<file path="src/rtl/pipe_hazard_ctrl.sv">
// Pipeline hazard controller: EX operand forwarding, load-use stall, branch/jump
// flush, SYSCALL drain-and-halt sequencing, plus saturating stall/flush counters.
module pipe_hazard_ctrl (
  input  logic        clk,
  input  logic        rst,
  input  logic [4:0]  id_rs,
  input  logic [4:0]  id_rt,
  input  logic        id_use_rs,
  input  logic        id_use_rt,
  input  logic        id_syscall,
  input  logic        id_jmp,
  input  logic [4:0]  ex_rs,
  input  logic [4:0]  ex_rt,
  input  logic [4:0]  ex_rd,
  input  logic        ex_regwrite,
  input  logic        ex_memtoreg,
  input  logic [4:0]  mem_rd,
  input  logic [4:0]  wb_rd,
  input  logic        mem_regwrite,
  input  logic        wb_regwrite,
  input  logic        ex_branch_taken,
  input  logic        go,
  output logic [1:0]  fwd_a,
  output logic [1:0]  fwd_b,
  output logic        pc_en,
  output logic        ifid_en,
  output logic        ifid_flush,
  output logic        idex_flush,
  output logic        halted,
  output logic [15:0] stall_cnt,
  output logic [15:0] flush_cnt
);

  typedef enum logic [1:0] {RUN = 2'd0, DRAIN = 2'd1, HALT = 2'd2} state_t;

  state_t      r_state, w_state_nxt;
  logic [1:0]  r_dcnt, w_dcnt_nxt;
  logic [15:0] r_stall_cnt, r_flush_cnt;
  logic        w_lu, w_stall_ev, w_flush_ev;
  logic        w_mem_a, w_wb_a, w_mem_b, w_wb_b;
  logic        w_pc_en, w_ifid_en, w_ifid_flush, w_idex_flush, w_halted;

  // Forwarding is purely combinational; the younger MEM result wins over WB.
  assign w_mem_a = mem_regwrite && (mem_rd != 5'd0) && (mem_rd == ex_rs);
  assign w_wb_a  = wb_regwrite  && (wb_rd  != 5'd0) && (wb_rd  == ex_rs);
  assign w_mem_b = mem_regwrite && (mem_rd != 5'd0) && (mem_rd == ex_rt);
  assign w_wb_b  = wb_regwrite  && (wb_rd  != 5'd0) && (wb_rd  == ex_rt);
  assign fwd_a   = w_mem_a ? 2'd1 : (w_wb_a ? 2'd2 : 2'd0);
  assign fwd_b   = w_mem_b ? 2'd1 : (w_wb_b ? 2'd2 : 2'd0);

  assign w_lu = ex_regwrite && ex_memtoreg && (ex_rd != 5'd0) &&
                ((id_use_rs && (id_rs == ex_rd)) || (id_use_rt && (id_rt == ex_rd)));

  always_comb begin
    w_state_nxt  = r_state;
    w_dcnt_nxt   = r_dcnt;
    w_pc_en      = 1'b1;
    w_ifid_en    = 1'b1;
    w_ifid_flush = 1'b0;
    w_idex_flush = 1'b0;
    w_halted     = 1'b0;
    w_stall_ev   = 1'b0;
    w_flush_ev   = 1'b0;
    case (r_state)
      RUN: begin
        if (ex_branch_taken) begin
          w_ifid_flush = 1'b1;
          w_idex_flush = 1'b1;
          w_flush_ev   = 1'b1;
        end else if (w_lu) begin
          // Jump/syscall in ID wait behind the bubble and re-present next cycle.
          w_pc_en      = 1'b0;
          w_ifid_en    = 1'b0;
          w_idex_flush = 1'b1;
          w_stall_ev   = 1'b1;
        end else if (id_jmp) begin
          w_ifid_flush = 1'b1;
          w_flush_ev   = 1'b1;
        end else if (id_syscall) begin
          w_pc_en      = 1'b0;
          w_ifid_en    = 1'b0;
          w_idex_flush = 1'b1;
          w_state_nxt  = DRAIN;
          w_dcnt_nxt   = 2'd2;
        end
      end
      DRAIN: begin
        w_pc_en      = 1'b0;
        w_ifid_en    = 1'b0;
        w_idex_flush = 1'b1;
        if (r_dcnt == 2'd0) w_state_nxt = HALT;
        else                w_dcnt_nxt  = r_dcnt - 2'd1;
      end
      HALT: begin
        w_halted     = 1'b1;
        w_pc_en      = 1'b0;
        w_ifid_en    = 1'b0;
        w_idex_flush = 1'b1;
        if (go) begin
          // Fetch resumes past the SYSCALL, which is dropped from IF/ID.
          w_pc_en      = 1'b1;
          w_ifid_en    = 1'b1;
          w_ifid_flush = 1'b1;
          w_state_nxt  = RUN;
        end
      end
      default: begin
        w_state_nxt = RUN;
        w_dcnt_nxt  = 2'd0;
      end
    endcase
  end

  always_ff @(posedge clk or posedge rst) begin
    if (rst) begin
      r_state     <= RUN;
      r_dcnt      <= 2'd0;
      r_stall_cnt <= 16'd0;
      r_flush_cnt <= 16'd0;
    end else begin
      r_state <= w_state_nxt;
      r_dcnt  <= w_dcnt_nxt;
      if (w_stall_ev && (r_stall_cnt != 16'hFFFF)) r_stall_cnt <= r_stall_cnt + 16'd1;
      if (w_flush_ev && (r_flush_cnt != 16'hFFFF)) r_flush_cnt <= r_flush_cnt + 16'd1;
    end
  end

  // Reset overrides the control outputs so the pipe free-runs cleanly while held.
  assign pc_en      = rst | w_pc_en;
  assign ifid_en    = rst | w_ifid_en;
  assign ifid_flush = ~rst & w_ifid_flush;
  assign idex_flush = ~rst & w_idex_flush;
  assign halted     = ~rst & w_halted;
  assign stall_cnt  = r_stall_cnt;
  assign flush_cnt  = r_flush_cnt;

endmodule
</file>
<file path="config.mk">
export PLATFORM = sky130hd
export DESIGN_NAME = pipe_hazard_ctrl
export DESIGN_NICKNAME = d
export VERILOG_FILES = /design/src/rtl/pipe_hazard_ctrl.sv
export SDC_FILE = /design/constraint.sdc
export NUM_CORES = 1
export LEC_CHECK = 0
export CAP_MARGIN = 5
export CORE_ASPECT_RATIO = 1.25
export CORE_MARGIN = 2
export CORE_UTILIZATION = 49
export DETAILED_ROUTE_END_ITERATION = 10
export GPL_ROUTABILITY_DRIVEN = 0
export PLACE_DENSITY = 0.9
export SLEW_MARGIN = 20
export SYNTH_ARGS = -nofsm -noshare
export SYNTH_HDL_FRONTEND = slang
export SYNTH_SLANG_ARGS = --single-unit
</file>
<file path="constraint.sdc">
create_clock -name clk -period 4 [get_ports clk]
set_input_delay 0.6 -clock clk [delete_from_list [all_inputs] [get_ports clk]]
set_output_delay 0.6 -clock clk [all_outputs]
set_load 0.01 [all_outputs]
</file>
# Word-level counts from Yosys, hierarchy flattened
# Index checks and enable logic that the tools add are counted.
[word_totals] ram_bits=0 word_cells=89 ff_bits=36 in_bits=47 output_inout_bits=41 mem_count=0 latch_bits=0 mem_bits_ro=0
[classes] n_reduce_logical=22 mul=0 add_sub_neg=3 eq_ne=17 bitwise=6 muxes=37 n_div=0 shift=0 magnitude_cmp=0
[ops] op="$add 16x1->16 const B" n=2
[ops] op="$ne 16x16->1 const B" n=2
[ops] op="$eq 5x5->1" n=6
[ops] op="$mux 2" n=15
[ops] op="$mux 1" n=17
[ops] op="$reduce_bool 5->1" n=3
[ops] op="$ne 2x2->1 const B" n=7
[ops] op="$logic_and 1x1->1" n=13
[ops] op="$pmux 2 s3" n=2
[ops] op="$reduce_and 6->1" n=2
[ops] op="$logic_not 2->1" n=2
[ops] op="$pmux 1 s2" n=2
[ops] op="$and 1x1->1" n=3
[ops] op="$pmux 1 s3" n=1
[ops] op="$eq 2x1->1 const B" n=1
[ops] op="$eq 2x2->1 const B" n=1
[ops] op="$not 1->1" n=2
[ops] op="$reduce_or 2->1" n=1
[ops] op="$sub 2x1->2 const B" n=1
[ops] op="$logic_or 1x1->1" n=1
[ops] op="$or 1x1->1" n=1

# Longest topological paths before layout
# Gate-level depths: netlist of the first run.
[depth] ltp_word=8 depth_mapped=8 depth_no_buf=7

# Worst setup path before layout of the first run
# No wires, ideal clock.
[synth_path] kind="input -> output" startpoint="in ex_rd[0]" endpoint="out pc_en" required_ps=3400 path_buffers=2 t_arrival_ps=2077 setup_slack_ps=1323 path_stages=7 cell_sequence="or3_1 -> o311a_1 -> nand2_1 -> buf_2 -> nand3_1 -> nand3_1 -> buf_4"
[synth_via] elab_chain_len=8 elab_cells_between_ends=12 classes_between="2 x eq/ne; 3 x mux; 1 x bitwise; 6 x reduce/logical"
[synth_rtl] item="start: declaration" line_no="14" rtl="input logic [4:0] ex_rd,"
[synth_rtl] item="$eq 5x5->1" line_no="52" rtl="((id_use_rs && (id_rs == ex_rd)) || (id_use_rt && (id_rt == ex_rd)));"
[synth_rtl] item="$logic_and 1x1->1" line_no="52"
[synth_rtl] item="$logic_or 1x1->1" line_no="52"
[synth_rtl] item="$logic_and 1x1->1 *" line_no="51" rtl="assign w_lu = ex_regwrite && ex_memtoreg && (ex_rd != 5'd0) &&"
[synth_rtl] item="$mux 1 * (2 in a row)"
[synth_rtl] item="$pmux 1 s3 *"
[synth_rtl] item="$or 1x1->1 *"
[synth_rtl] item="end: declaration" line_no="25" rtl="output logic pc_en,"
# Every way passes the cells marked *; elsewhere a longest branch is shown, timed or not.

# Worst setup path after layout of the first run
[layout_path] startpoint="in mem_rd[1]" endpoint="out fwd_b[1]"
[layout_via] elab_chain_len=4 elab_cells_between_ends=5 classes_between="1 x eq/ne; 1 x mux; 3 x reduce/logical"
[layout_rtl] item="start: declaration" line_no="17" rtl="input logic [4:0] mem_rd,"
[layout_rtl] item="$reduce_bool 5->1" line_no="46" rtl="assign w_mem_b = mem_regwrite && (mem_rd != 5'd0) && (mem_rd == ex_rt);"
[layout_rtl] item="$logic_and 1x1->1" line_no="46"
[layout_rtl] item="$logic_and 1x1->1 *" line_no="46"
[layout_rtl] item="$mux 2 *" line_no="49" rtl="assign fwd_b = w_mem_b ? 2'd1 : (w_wb_b ? 2'd2 : 2'd0);"
[layout_rtl] item="end: declaration" line_no="24" rtl="output logic [1:0] fwd_b,"
# Marked as above.

==> results of run 1 <==
## worst reg2reg max path: stages, from the launching register on
cell	delay [ns]
dfrtp_1	0.52
ha_1	0.29
and4_1	0.32
and3_1	0.74
a21o_1	0.19
mux2_2	0.33
## final timing paths
| check | from | endpoint | cells past startpoint | slack, ns |
|---|---|---|---|---|
| max in group asynchronous | rst | stall_cnt[4] | 3 | 2.37 |
| hold / removal | stall_cnt[11] | stall_cnt[11] | 1 | 0.49 |
| setup reg to reg | flush_cnt[1] | flush_cnt[1] | 5 | 1.50 |
| hold reg to reg | stall_cnt[11] | stall_cnt[11] | 1 | 0.49 |
| min in group asynchronous | rst | flush_cnt[15] | 2 | 0.90 |
| setup / recovery | mem_rd[1] | fwd_b[1] | 6 | 0.48 |
## metal layers
metal | GRT usage | vias to the layer above | wire length, um
li1 | - | 1059 | -
met1 | 0.2325 | 1045 | 2193
met2 | 0.3951 | 78 | 3129
met3 | 0.06911 | 9 | 597
met4 | 0.06308 | 0 | 85
met5 | 0 | - | 0
## synthesized netlist by cell type, drive strengths merged, types with 2 or more instances
| cell type | instances |
|---|---|
| nand2 | 21 |
| ha | 7 |
| xor2 | 41 |
| inv | 13 |
| a211oi | 10 |
| and4 | 2 |
| and3 | 6 |
| mux2 | 2 |
| nand4 | 6 |
| mux2i | 3 |
| buf | 9 |
| a21oi | 6 |
| a2111oi | 3 |
| a21o | 2 |
| xnor2 | 18 |
| o21ai | 4 |
| dfrtp | 36 |
| o22ai | 2 |
| nor3 | 8 |
| nand3 | 16 |
| or4 | 4 |
| nor2 | 10 |
| nor4 | 12 |
## state kept, by name, indices dropped and copies added, names as in the netlist
name       flops
r_dcnt         2
r_state        2
stall_cnt     16
flush_cnt     16
## power by group
group / internal [W] / switching (W)
clock network: 0.000137 / 0.000130
registers: 0.000417 / 0.0000691
logic: 0.000255 / 0.000254
total: 0.000809 / 0.000453
## final cells by class
class	instances	area share
multi-input cells	190	0.4163
flip-flops and latches	36	0.2625
repair buffers	89	0.2581
clock buffers	6	0.02406
well taps	60	0.02187
inverters	13	0.01422
clock inverters	2	0.002917
## metrics by stage
stage	hold WS, ns	utilization	cell area [um2]
final	0.4853	0.7203	3432
after global routing	0.5022	0.7203	3432
after CTS	0.4915	0.7203	3432
after detailed placement	0.4786	0.7009	3339
after global placement	0.4728	0.7009	3339
after floorplan	0.4817	-	2435
## logic make-up (layout without fill, tap and decap cells)
logic type | Yosys count | count (layout) | share of synthesized area
adders and majority gates | 7 | 7 | 0.03597
and+or+nand+nor | 87 | 87 | 0.1835
muxes | 5 | 5 | 0.02158
xor gates and xnor gates | 59 | 59 | 0.2122
DFF | 36 | 36 | 0.3700
buffers and inverters | 22 | 110 | 0.04317
AOI/OAI and AO/OA | 32 | 32 | 0.1336
==> summary.md, run 1 <==
| Metric | Value |
|---|---|
| Layout cells sized above 1 | 0.07143 |
| Initial antenna violation count | 0 |
| Fmax | 284.2 MHz |
| Slew HR | 0.3775 |
| Total gr overflow | 0 |
| Most common cell after layout, fill and taps aside | clkdlybuf4s50_1 |
| Max-slew violations | 0 |
| Worst-Skew Late Latency | 0.29 ns |
| Crit path max fanout | 3 |
| Max VDD drop | 0.3089 mV |
| Hold buffers post-CTS | 0 |
| Final Critical Period | 3.519 ns |
| Crit path DAT | 2.92 ns |
| Vias | 2191 |
| Yosys cell types | 36 |
| Core ar. | 4765 um2 |
| Critical path type | in2out |
| Port Buffers | 87 |
| RSZ-0062 raised after global routing | false |
| Critical path cell sequence | clkdlybuf4s50_1, or4_1, o21ai_0, nor4_1, nor4_1, clkdlybuf4s50_1 |
| Final non-filler cell total | 396 |
| Final hold vios | 0 |
| FF+latch area | 900.9 um2 |
| Die Span X | 67.05 um |
| Rows | 28 |
| Critical path data required time | 3.40 ns |
| Synth top area share | 0.3700 |
| TritonCTS clock tree | done |
| Placed cell count | 388 |
| # Max-Cap Violations | 0 |
| Slowest cell delay on critical path | 0.59 ns |
| Vias in the first global route | 2136 |
| Synth Net Count | 302 |
| Period utilization | 0.8797 |
| Num CTS Buffers | 5 |
| DR WL/cell | 15.17 um |
| # nets final | 389 |
| TritonRoute pass-1 iters | 4 |
| Hpwl dp | 4.601 mm |
| Total power | 0.001262 W |
| Multi-input logic area | 1429 um2 |
| Antenna cells | 0 |
| Vias per cell | 5.533 |
| Final setup fails | 0 |
| Placement Setup Slack | 0.4874 ns |
| Worst Path Buf+Inv | 2 |
| IO Count | 88 |
| Yosys reg bits | 36 |
| CTS H-Tree Depth | 2 |
| Setup ws final | 0.4813 ns |
| Most frequent cells in the layout | clkdlybuf4s50_1 (87), xor2_1 (41), dfrtp_1 (36), nand2_1 (21), xnor2_1 (18) |
| Pwr Density | 367.7 nW/um2 |
| Leading area contributor after synthesis | dfrtp_1 |
| Largest net degree at the start of global routing | 26 |
| Mapped cell area | 2435 um2 |
| Hold crit path type | reg2reg |
| Status | finished clean |
| First-pass GRT wire length | 9.535 mm |
| CP Launch Type | primary input |
| CTS root buf | clkbuf_8 |
| Avg Inst Size Synth | 9.818 um2 |
| Total Wirelength | 6.006 mm |
| Top delay family on crit path | buffers and inverters |
| Setup bufs post-CTS | 0 |
| Die area | 5552 um2 |
| DRC violations left | 0 |
| Primary FF master, synth | dfrtp_1 |
| Final antenna-violating net count | 0 |
| Number of synthesized flops with an enable pin | 0 |
| All-Layer GR Usage | 0.2177 |
| Initial Utilization | 0.5110 |
| Critical path's slowest cell | clkdlybuf4s50_1 |
| Synth top area cells | dfrtp_1 (37%), xor2_1 (15%), xnor2_1 (6.5%), a211oi_2 (4.1%), ha_1 (3.6%) |
| Synth Instances | 248 |
| Die Height | 82.81 um |
| Leakage power figure | 1.484 nW |
| Worst-path clk slew | 0.07 ns |
| Worst slew pin tran | 0.9276 ns |
| Clock skew | 0.01000 ns |
| 1st-iter DRT viols | 29 |
| Area grow syn2layout | 40.96% |
| Post-cts gate resize count | 0 |
| Max clock buf depth | 2 |
| Ys async rst share | 1.000 |
| CP endpoint kind | output pin |
| Synth warn | 0 |
| Filler cells | 356 |
| CTS sink count | 36 |
| Register area share after synthesis | 0.3700 |
| Final setup TNS | 0 ns |
No activity file was read; power rests on OpenSTA's default activity.
==> inputs of run 2 (changes only) <==
Settings changed: REMOVE_ABC_BUFFERS set to 1, SKIP_CTS_REPAIR_TIMING set to 1.
==> summary.md, run 2 (same netlist as run 1, synthesis figures left out) <==
| Metric | Value |
|---|---|
| Final antenna-violating net count | 0 |
| Pwr Density | 382.5 nW/um2 |
| WHS Path Cells | 1 |
| Crit path max fanout | 3 |
| Rows | 28 |
| Most frequent cells in the layout | clkdlybuf4s50_1 (87), xor2_1 (41), dfrtp_1 (36), nand2_1 (21), xnor2_1 (18) |
| Final hold vios | 0 |
| Initial antenna violation count | 0 |
| # nets final | 389 |
| RSZ-0062 raised after global routing | false |
| Worst-path clk slew | 0.07 ns |
| DRC violations left | 0 |
| Die Height | 82.81 um |
| Dpl cell area | 3339 um2 |
| Critical path data required time | 3.40 ns |
| Most common cell after layout, fill and taps aside | clkdlybuf4s50_1 |
| Fmax | 275.8 MHz |
| Largest net degree at the start of global routing | 22 |
| Area grow syn2layout | 41.57% |
| Hold crit path type | reg2reg |
| Final Cell Area | 3447 um2 |
| Slew HR | 0.3056 |
| Final setup fails | 0 |
| Hpwl dp | 4.972 mm |
| IO Count | 88 |
| Num CTS Buffers | 5 |
| Max VDD drop | 0.4478 mV |
| Vias in the first global route | 2286 |
| Setup ws final | 0.3736 ns |
| CP Launch Type | primary input |
| Crit path DAT | 3.03 ns |
| TritonCTS clock tree | done |
| Min-delay src | stall_cnt[9] |
| All-Layer GR Usage | 0.2420 |
| Layout cells sized above 1 | 0.06845 |
| Leakage power figure | 1.488 nW |
| Die Span X | 67.05 um |
| Final setup TNS | 0 ns |
| Antenna cells | 0 |
| 1st-iter DRT viols | 71 |
| Final Critical Period | 3.626 ns |
| Critical path type | in2out |
| # Max-Cap Violations | 0 |
| CP endpoint kind | output pin |
| CTS root buf | clkbuf_8 |
| WHS Endpoint | stall_cnt[9] |
| Clock skew | 0.004231 ns |
| Worst-Skew Late Latency | 0.29 ns |
| Die area | 5552 um2 |
| Reg2reg setup slack | 1.46 ns |
| Total Wirelength | 6.616 mm |
| DR WL/cell | 16.71 um |
| Vias per cell | 5.662 |
| Hold slack | 0.4864 ns |
| First-pass GRT wire length | 10.45 mm |
| Port Buffers | 87 |
| Reg2reg end | stall_cnt[1] |
| Period utilization | 0.9066 |
| Worst slew pin tran | 1.035 ns |
| Worst R2R Start | stall_cnt[0] |
| Total gr overflow | 0 |
| R2r worst-path depth | 7 |
| Placement Setup Slack | 0.4241 ns |
| CTS H-Tree Depth | 2 |
| Max clock buf depth | 2 |
| Vias | 2242 |
| TritonRoute pass-1 iters | 4 |
| CTS sink count | 36 |
| Max-slew violations | 0 |
| Core ar. | 4765 um2 |
| Initial Utilization | 0.5110 |
| Status | finished clean |
==> run 2: critical path, cell delays in order <==
cell             delay (ns)
clkdlybuf4s50_1        0.48
or4_1                  0.53
o21ai_0                0.23
nor4_1                 0.13
nor4_1                 0.44
clkdlybuf4s50_1        0.62
==> run 2: routing by layer <==
layer,global-route usage,wire length [um],vias to the layer above
met2,0.4257,3395,96
li1,-,-,1046
met4,0.06122,68,0
met5,0,0,-
met3,0.06911,671,6
met1,0.2813,2480,1094
==> run 2: worst max path at each step <==
stage	from	to	cells after the start
2_1_floorplan	ex_rd[0]	ifid_en	5
3_3_place_gp	mem_rd[1]	fwd_a[1]	6
3_5_place_dp	mem_rd[2]	fwd_a[1]	6
4_1_cts	mem_rd[2]	fwd_a[1]	6
5_1_grt	mem_rd[1]	fwd_a[1]	6
6_report	mem_rd[2]	fwd_a[1]	6
==> run 2: cell type report <==
type | instances | area, um2
multi-input combinational | 190 | 1429
clock buffer | 6 | 72.57
fill | 368 | 1318
tap | 60 | 75.07
sequential | 36 | 900.9
clock inverter | 2 | 35.03
inverter | 13 | 48.80
timing repair buffer | 89 | 885.9
==> run 2: per-stage QoR <==
step	cells	total power (W)	utilization
detailed placement	388	0.001008	0.7009
global placement	388	0.0009864	0.7009
floorplan	239	0.0007732	-
global route	396	0.001397	0.7235
finish	396	0.001318	0.7235
CTS	396	0.001327	0.7235
==> run 2: power breakdown <==
group          switching (W)  total, W  internal [W]
combinational       0.000258  0.000512      0.000254
clock               0.000130  0.000315      0.000185
sequential         0.0000747  0.000492      0.000417
total               0.000463   0.00132      0.000856
==> inputs of run 3 (changes only) <==
Settings changed: ABC_AREA set to 0, CAP_MARGIN 5 to not set.
==> results of run 3 <==
No change in the layout: final DEF, timing and power equal those of run 2.
==> RTL edit 1: new RTL, config.mk and constraints of run 3 <==
Re-encode `state_t` (3 states) as one-hot, 3 bits wide.
--- a/src/rtl/pipe_hazard_ctrl.sv
+++ b/src/rtl/pipe_hazard_ctrl.sv
@@ -31,7 +31,7 @@
   output logic [15:0] flush_cnt
 );
 
-  typedef enum logic [1:0] {RUN = 2'd0, DRAIN = 2'd1, HALT = 2'd2} state_t;
+  typedef enum logic [2:0] {RUN = 3'b001, DRAIN = 3'b010, HALT = 3'b100} state_t;
 
   state_t      r_state, w_state_nxt;
   logic [1:0]  r_dcnt, w_dcnt_nxt;
Behaviour: no difference found for any inputs over 10 cycles, from zero or initial values and one cycle with rst high; not proved beyond that.
==> RTL edit 1 against run 3 <==
Synthesized area shrank 1.9%; fmax grew 1.3%; design area fell by 1.0%; register-to-register slack gained 0.17 ns; sequential cell count increased by 1; clock skew is 0.0032 ns higher; routed wire length shrank 11%; power decreased by 12%; non-clock buffer count down 1; worst setup slack better by 0.046 ns; critical endpoint is now ifid_en; largest cell class unchanged; largest power group is now registers; highest routed layer unchanged.
==> RTL edit 1: results <==
[place]
dpl-instance-area_um2 = 3290
place_ws_ns = 0.409
dpl.hpwl_um = 4700

[timing]
fin_crit_sh_pct = 89.5
clock_skew_ns = 0.00742
max-slew-margin-rel_pct = 49.2

[logic_synthesis]
yosysSeqAreaShare_pct = 38.8
synthTopCellsByCount = xnor2_1, dfrtp_1, nand4_1
synth_cell_types = 51
synth_area_leaders = dfrtp_1, xnor2_1, xor2_1, nand4_1, nand2_1

[global_route]
grt_pass1_vias = 2250
grt_pass1_wl_um = 9690
grt_max_degree = 34

[min_path]
holdPathEnd = flush_cnt[11]
min_from = flush_cnt[11]

[setup_path]
r2r_slack_ns = 1.63
crit_arrival_ns = 2.98
cpPeakStageDelay_ns = 0.58
worstRegToRegCells = 6
reg2reg_to = stall_cnt[15]
worst-path-max-fanout = 6
reg2reg_from = r_state[0]

[power]
leakagePower_uw = 0.00134
peakVddDrop_mv = 0.273

[route]
drt_iter0_markers = 146
routed_via_density = 5.63
wl_um = 5870
drc = 0

[finish]
drive_above_1_share_pct = 6.65
nNetsFinal = 380
fill_cells = 351

[cts]
clk_pin_slew_ns = 0.07

[run_status]
outcome = finished, final reports clean
-- RTL edit 1: logic make-up after synthesis --
logic type | Yosys count | share of synthesized area (%)
and+or+nand+nor | 97 | 23.3
xor gates and xnor gates | 56 | 20.5
DFF | 37 | 38.8
AOI/OAI and AO/OA | 32 | 10.6
buffers and inverters | 13 | 2.88
muxes | 5 | 2.36
adders and majority gates | 3 | 1.57
-- RTL edit 1: cell type report --
type                       instances  area, um2  share of cell area [%]
inverter                           5       18.8                   0.550
clock inverter                     2       37.5                    1.10
clock buffer                       6       82.6                    2.42
tap                               60       75.1                    2.20
timing repair buffer              88        878                    25.7
multi-input combinational        193       1390                    40.8
sequential                        37        927                    27.2
-- RTL edit 1: report_power, final --
| part | total [uW] | internal (uW) | switching, uW | leakage, uW |
|---|---|---|---|---|
| logic | 345 | 199 | 146 | 0.000780 |
| clock network | 333 | 203 | 131 | 0.0000574 |
| registers | 476 | 420 | 56.4 | 0.000498 |
-- RTL edit 1: metal layers --
layer  up-vias  share of wire (%)  wire [um]  track usage, %
li1       1059                  -          -               -
met1      1060                 39       2270            25.2
met2        76                 55       3210            43.1
met3         8                4.8        282            3.56
met4         0                1.8        103            8.57
met5         -                  0          0               0
-- RTL edit 1: worst max-delay path by stage --
stage | end
final | ifid_en
after global routing | ifid_en
after CTS | ifid_en
after detailed placement | ifid_en
after global placement | ifid_en
after floorplan | ifid_en
-- RTL edit 1: worst max-delay path, delay by kind of cell --
kind / cells / cell delay [ns]
buf+inv: 2 / 1.05
simple gates: 2 / 0.75
compound gates: 3 / 0.57
-- RTL edit 1: per-stage QoR --
| stage | std cells | hold slack, ns |
|---|---|---|
| floorplan | 235 | 0.505 |
| global route | 391 | 0.521 |
| finish | 391 | 0.493 |
| CTS | 391 | 0.501 |
| detailed placement | 383 | 0.487 |
| global placement | 383 | 0.472 |
==> RTL edit 2: new RTL, settings of run 3 <==
Made on the original files. Make the reset (`rst`) synchronous in one clocked block.
--- a/src/rtl/pipe_hazard_ctrl.sv
+++ b/src/rtl/pipe_hazard_ctrl.sv
@@ -111,7 +111,7 @@
     endcase
   end
 
-  always_ff @(posedge clk or posedge rst) begin
+  always_ff @(posedge clk) begin
     if (rst) begin
       r_state     <= RUN;
       r_dcnt      <= 2'd0;
Function: differs if rst is asserted again (counterexample within 4 cycles, from zero or initial values and one cycle with rst high); with rst held inactive, the same outputs for 10 cycles.
==> RTL edit 2 against run 3 <==
Count of clock-buffer cells in the layout grew 2; design area down 1.8%; worst setup slack better by 0.17 ns; fmax is 4.8% higher; synthesized area fell by 0.15%; utilization is 1.3 points lower; die area shrank 0.15%; sequential cell count did not move; first-iteration DRC count is 15% lower; routed wire length down 0.73%; critical path type unchanged; critical endpoint is now idex_flush; largest cell class unchanged.
Power is not compared: it rests on default switching activity, and its combinational part moved more than twofold at a synthesized area within 25%.
==> RTL edit 2: results <==
[setup_path]
reg2reg_to = flush_cnt[9]
r2r_slack_ns = 1.74
crit_path_start = ex_rd[4]
crit_family = buffers and inverters
cpPeakStageDelay_ns = 0.54
worst-path-max-fanout = 4
reg2reg_from = r_state[1]
crit_arrival_ns = 2.86
worstRegToRegCells = 6

[finish]
sh_seq_area_pct = 21.3
clkbuf_count = 8
buf_share_pct = 26.4
multi_input_area_share_pct = 46.0
fill_cells = 384
drive_above_1_share_pct = 5.36
nNetsFinal = 427
clock_area_share_pct = 2.66

[route]
m1WireLength_um = 2590
num_vias = 2553
met2_length_um = 3270
drt_iter0_markers = 60
dr_wl_met3_um = 587
wire_per_inst_um = 15.2

[logic_synthesis]
synth_fa_ha_area_share_pct = 4.12
synth_cell_types = 48
yosysSeqAreaShare_pct = 29.6
synth_compound_area_share_pct = 20.6
async_flop_share_pct = 0
synthMuxAreaShare_pct = 1.70

[timing]
timing.hold.ws_ns = 0.496
clock_skew_ns = 0.00370
tightest_slew_ns = 0.542

[min_path]
holdPathEnd = r_dcnt[1]
min_from = r_dcnt[1]
hold_depth = 2

[global_route]
grt_pass1_vias = 2341
grtUsageTotal_pct = 23.4
grt_pass1_wl_um = 10000

[place]
dpl.hpwl_um = 4920

[run_status]
outcome = finished, final reports clean
RTL edit 2: cell count changes after synthesis, moves of 7 or more:
cell,delta
a211oi_2,-8
clkbuf_1,+8
nand2_1,-10
xor2_1,-26
dfxtp_1,+36
a21oi_1,+25
or3_1,+7
o31ai_1,+17
or4_1,+17
dfrtp_1,-36
RTL edit 2: layer usage:
metal,track usage [%],up-vias
met2,45.0,88
li1,-,1254
met4,10.0,0
met1,23.2,1200
met3,6.10,11
met5,0,-
RTL edit 2: stage by stage:
stage / setup slack, ns / power, uW / instance area (um2) / utilization, % / cells
after floorplan: 1.16 / 479 / 2330 / - / 275
after global placement: 0.600 / 579 / 3300 / 69.2 / 425
after detailed placement: 0.537 / 586 / 3300 / 69.2 / 425
after CTS: 0.536 / 853 / 3390 / 71.1 / 433
after global routing: 0.353 / 887 / 3390 / 71.1 / 433
final: 0.541 / 849 / 3390 / 71.1 / 433
